`config.mk`:
```
export PLATFORM = sky130hd
export DESIGN_NAME = led_pattern_gen
export DESIGN_NICKNAME = d
export VERILOG_FILES = /design/src/rtl/led_pattern_gen.sv
export SDC_FILE = /design/constraint.sdc
export NUM_CORES = 1
export LEC_CHECK = 0
export BUFFER_PORTS_ARGS = -buffer_cell sky130_fd_sc_hd__buf_4
export CAP_MARGIN = 30
export CORE_MARGIN = 2
export CORE_UTILIZATION = 30
export CTS_CLUSTER_DIAMETER = 40
export CTS_CLUSTER_SIZE = 40
export DETAILED_ROUTE_END_ITERATION = 6
export PLACE_DENSITY = 0.44
export SLEW_MARGIN = 20
export SYNTH_ARGS = -nofsm -noshare
export SYNTH_HDL_FRONTEND = slang
export SYNTH_SLANG_ARGS = --single-unit
```
`constraint.sdc`:
```
create_clock -name clk -period 9.1 [get_ports clk]
set_input_delay 1.82 -clock clk [delete_from_list [all_inputs] [get_ports clk]]
set_output_delay 1.82 -clock clk [all_outputs]
set_load 0.005 [all_outputs]
```
`src/rtl/led_pattern_gen.sv`:
```
// Multi-channel LED pattern generator. Each channel runs in OFF, ON, BLINK
// or PWM mode and is configured through a single-cycle write port. One
// prescaler (blink timebase) and one free-running PWM counter are shared by
// all channels. The LED outputs are registered.
module led_pattern_gen #(
  parameter int NUM_LEDS   = 8,
  parameter int PWM_BITS   = 8,
  parameter int PRESCALE   = 1000,
  parameter bit ACTIVE_LOW = 1'b0
) (
  input  logic                clk,
  input  logic                rst,
  input  logic                en,
  input  logic                cfg_we,
  input  logic [2:0]          cfg_addr,
  input  logic [1:0]          cfg_mode,
  input  logic [PWM_BITS-1:0] cfg_value,
  output logic [NUM_LEDS-1:0] led,
  output logic                tick,
  output logic                pwm_wrap
);

  typedef enum logic [1:0] {
    MODE_OFF   = 2'd0,
    MODE_ON    = 2'd1,
    MODE_BLINK = 2'd2,
    MODE_PWM   = 2'd3
  } mode_e;

  localparam int                  PS_W   = $clog2(PRESCALE);
  localparam logic [PS_W-1:0]     PS_MAX = PS_W'(PRESCALE - 1);
  localparam logic [PWM_BITS-1:0] ONE    = PWM_BITS'(1);

  logic [PS_W-1:0]     presc_cnt;
  logic [PWM_BITS-1:0] pwm_cnt;
  logic [NUM_LEDS-1:0] raw;

  // Prescaler counts 0..PRESCALE-1; tick pulses in the cycle after the top count.
  // NOTE: sequential state uses non-blocking assignments so every flop samples
  // pre-edge values regardless of the order in which blocks are evaluated.
  always_ff @(posedge clk or posedge rst) begin
    if (rst) begin
      presc_cnt <= '0;
      tick      <= 1'b0;
    end else begin
      tick      <= (presc_cnt == PS_MAX);
      presc_cnt <= (presc_cnt == PS_MAX) ? '0 : presc_cnt + 1'b1;
    end
  end

  // Free-running PWM counter, wraps naturally at 2^PWM_BITS.
  always_ff @(posedge clk or posedge rst) begin
    if (rst) pwm_cnt <= '0;
    else     pwm_cnt <= pwm_cnt + 1'b1;
  end

  assign pwm_wrap = &pwm_cnt;

  for (genvar i = 0; i < NUM_LEDS; i++) begin : g_ch
    mode_e               mode_q;
    mode_e               new_mode;
    logic [PWM_BITS-1:0] shadow_q;
    logic [PWM_BITS-1:0] active_q;
    logic [PWM_BITS-1:0] blink_cnt_q;
    logic                phase_q;
    logic                wr_hit;
    logic                mode_change;
    logic                blink_done;
    logic                ch_raw;

    // Addresses at or above NUM_LEDS match no channel, so such writes vanish.
    assign wr_hit      = cfg_we && (cfg_addr == 3'(i));
    assign new_mode    = mode_e'(cfg_mode);
    assign mode_change = (new_mode != mode_q);
    // Only consulted while active_q != 0, so active_q - 1 cannot underflow.
    assign blink_done  = (blink_cnt_q >= active_q - ONE);

    // Channel configuration, active value reload and blink timing.
    always_ff @(posedge clk or posedge rst) begin
      if (rst) begin
        mode_q      <= MODE_OFF;
        shadow_q    <= '0;
        active_q    <= '0;
        blink_cnt_q <= '0;
        phase_q     <= 1'b0;
      end else begin
        if (wr_hit) begin
          mode_q   <= new_mode;
          shadow_q <= cfg_value;
        end

        // Same-mode PWM writes wait for the wrap so a period is never cut short;
        // a write landing on the wrap edge itself loads the previous shadow.
        if (wr_hit && (mode_change || new_mode != MODE_PWM))
          active_q <= cfg_value;
        else if (mode_q == MODE_PWM && pwm_wrap)
          active_q <= shadow_q;

        // Any write into BLINK restarts the pattern with the LED lit.
        if (wr_hit && new_mode == MODE_BLINK) begin
          blink_cnt_q <= '0;
          phase_q     <= 1'b1;
        end else if (mode_q == MODE_BLINK && tick && active_q != '0) begin
          if (blink_done) begin
            blink_cnt_q <= '0;
            phase_q     <= ~phase_q;
          end else begin
            blink_cnt_q <= blink_cnt_q + 1'b1;
          end
        end
      end
    end

    // Raw (pre-enable, pre-polarity) channel level.
    // NOTE: the output gets a default before the case so no path leaves it
    // unassigned, which would otherwise infer a latch.
    always_comb begin
      ch_raw = 1'b0;
      unique case (mode_q)
        MODE_OFF:   ch_raw = 1'b0;
        MODE_ON:    ch_raw = 1'b1;
        MODE_BLINK: ch_raw = phase_q && (active_q != '0);
        MODE_PWM:   ch_raw = (pwm_cnt < active_q);
        default:    ch_raw = 1'b0;
      endcase
    end

    assign raw[i] = ch_raw;
  end

  // Registered pin drive: enable gating then polarity.
  always_ff @(posedge clk or posedge rst) begin
    if (rst) led <= {NUM_LEDS{ACTIVE_LOW}};
    else     led <= ({NUM_LEDS{en}} & raw) ^ {NUM_LEDS{ACTIVE_LOW}};
  end

endmodule

```
==> impl_metrics.ini <==
[status]
status = finished clean

[power]
p_comb_share_pct = 22.3
vdd_drop_max_uv = 138.6
p_leak_nw = 7.753
p_per_area_nw_per_um2 = 247.3
clkPwrFrac_pct = 44.0
power.switching_mw = 1.382
seqPwrFrac_pct = 33.7
internal-power_mw = 3.023
swShare_pct = 31.37

[setup_path]
critPathMaxFanout = 11
cp.required_ps = 7280
reg2reg_to = g_ch[5].blink_cnt_q[1]$_DFFE_PP0P_
worstPathArrival_ps = 2550
r2r_cells = 10
rrSetupSlack_ps = 5810
setup.worst_path.class = reg -> out
start_kind = register
r2r_start = g_ch[5].active_q[2]$_DFFE_PP0P_
critPathCaptureType = output port
startpoint = pwm_cnt[1]$_DFF_PP0_
worstSetupEndpoint = pwm_wrap

[final_layout]
final_common_cell = dfrtp_1
antenna_cells = 0
areaGrowthSynthToFinish_pct = 18.83
num-nets-final = 1732
post-route-util_pct = 36.24
mostFrequentLayoutCells = 243 x dfrtp_1, 146 x ha_1, 140 x nand2_1
drive_gt1_share_pct = 15.78

[sta]
finalClockSkew_ps = 17.79
slew_headroom_pct = 39.78
finalCriticalPeriod_ps = 4369
tightest_slew_ps = 903.4
hold_viol = 0
finalCritPeriodShare_pct = 48.01
finalSetupViolations = 0
grt_setup_unrepaired = no
max_freq_mhz = 228.9
finalMaxSlewViolations = 0
tns_ps = 0

[placement]
gp_congestion = 0.7877
port-buffer-count = 26
hpwl_mm = 27.50

[floorplanning]
design.die.area_um2 = 51770
core_area_um2 = 49150
die_x_um = 227.5
rows = 81
start_util_pct = 30.50
die_y_um = 227.5
ios = 27

[synthesis]
syn_inst = 1511
synth.net_count = 1674
async_flop_share_pct = 100.0
synth-main-ff-cell = dfrtp_1
synthesis.area_um2 = 14990
synth-edff-count = 0
synth_seq_cells = 243
synth.distinct_cells = 66
synth_sequential_area_ratio_pct = 40.56
postSynthAreaPerCell_um2 = 9.921
yosysWarnings = 0

[drt]
ant_nets = 0
vias = 11300
via_per_inst = 4.967
drtPass1Iterations = 5
drc = 0
wl_mm = 40.01
drtIter0Drc = 601
wl_per_cell_um = 17.59

[hold_path]
hold_class = reg -> reg
hp-start = presc_cnt[0]$_DFF_PP0_

[flow_run]
drv_cap = 0

[clock_network]
cts_tree = yes
clock-sinks = 243
htreeDepth = 2
clk_pin_slew_worst_paths_ps = 50
clk_latency_ps = 580
post_cts_resized = 0
hold_buffers = 0
cts_buffer_depth = 3
post_cts_buffers = 0
cts_root_buffer = clkbuf_16
cts_inserted_buffers = 50

[global_routing]
grt_pass1_vias = 11230
grt_pass1_wl_mm = 64.16
grt_overflow = 0
antenna_found_initial = 0
track_usage_pct = 15.99
grt_max_degree = 116
cell type report:
type | count | area (um2)
Multi-Input combinational cell | 1140 | 8417
Sequential cell | 243 | 6081
Tap cell | 664 | 830.8
Fill cell | 4924 | 31340
Timing Repair Buffer | 41 | 330.3
Inverter | 93 | 356.6
Clock inverter | 35 | 455.4
Clock buffer | 58 | 1343
sequential cells by signal, indices dropped and copies added (netlist names):
name,count
g_ch.active_q,64
led,8
tick,1
g_ch.shadow_q,64
pwm_cnt,8
g_ch.mode_q,16
presc_cnt,10
g_ch.blink_cnt_q,64
g_ch.phase_q,8
metal layers:
layer  track usage, %  wire length, um
met1            21.54            19270
met4            4.554              874
met2            25.68            18170
met5                0                0
met3            3.588             1695
power groups by stage:
| stage | sequential [mW] | clock, mW | combinational, mW |
|---|---|---|---|
| detailed placement | 1.50 | 0 | 0.988 |
| global route | 1.52 | 2.04 | 1.14 |
| CTS | 1.48 | 2.00 | 0.995 |
| floorplan | 1.43 | 0 | 0.761 |
| finish | 1.48 | 1.94 | 0.981 |
| global placement | 1.50 | 0 | 0.961 |
critical path: stages (launching register included):
cell and delay, ps:
dfrtp_1 680, ha_1 320, and3_4 230, nand3_4 430, inv_1 160, buf_4 130
cells in the mapped netlist, types with 34 or more instances:
master / number / area, um2
a21oi_1: 75 / 375.4
and3_1: 34 / 212.7
dfrtp_1: 243 / 6081
ha_1: 146 / 1827
inv_1: 93 / 349.1
mux2_2: 80 / 900.9
mux2i_1: 66 / 660.6
nand2_1: 140 / 525.5
nand3_1: 65 / 325.3
nor2_1: 58 / 217.7
nor2b_1: 35 / 219.0
o21ai_0: 59 / 295.3
o21ai_1: 47 / 235.2
xnor2_1: 55 / 481.7
worst min-delay path by stage:
stage                             endpoint  slack [ps]  depth (start not counted)
detailed placement  presc_cnt[0]$_DFF_PP0_         450                          1
global route        presc_cnt[0]$_DFF_PP0_         490                          1
global placement    presc_cnt[0]$_DFF_PP0_         450                          1
floorplan           presc_cnt[0]$_DFF_PP0_         430                          1
finish              presc_cnt[0]$_DFF_PP0_         460                          1
CTS                 presc_cnt[0]$_DFF_PP0_         460                          1
cells by family after synthesis:
| logic type | after synthesis | synth area share (%) |
|---|---|---|
| AND/OR/NAND/NOR | 484 | 17.52 |
| AO/OA/AOI/OAI | 300 | 12.29 |
| XOR/XNOR | 64 | 3.739 |
| multiplexers | 146 | 10.42 |
| flip-flops | 243 | 40.56 |
| adder cells (fa/ha/maj) | 146 | 12.19 |
| buffers and inverters | 128 | 3.288 |
per-stage QoR:
step / instances / cell area [um2] / setup WS [ps] / power, mW / hold WS [ps]
3_3_place_gp: 2177 / 15960 / 4916 / 2.460 / 454.7
3_5_place_dp: 2180 / 16010 / 5113 / 2.488 / 448.3
2_1_floorplan: 1511 / 14990 / 606.8 / 2.186 / 425.1
5_1_grt: 2274 / 17810 / 4610 / 4.691 / 488.1
6_report: 2274 / 17810 / 4731 / 4.405 / 455.2
4_1_cts: 2273 / 17810 / 4669 / 4.478 / 455.9
Power figures use the tool's default switching activity.
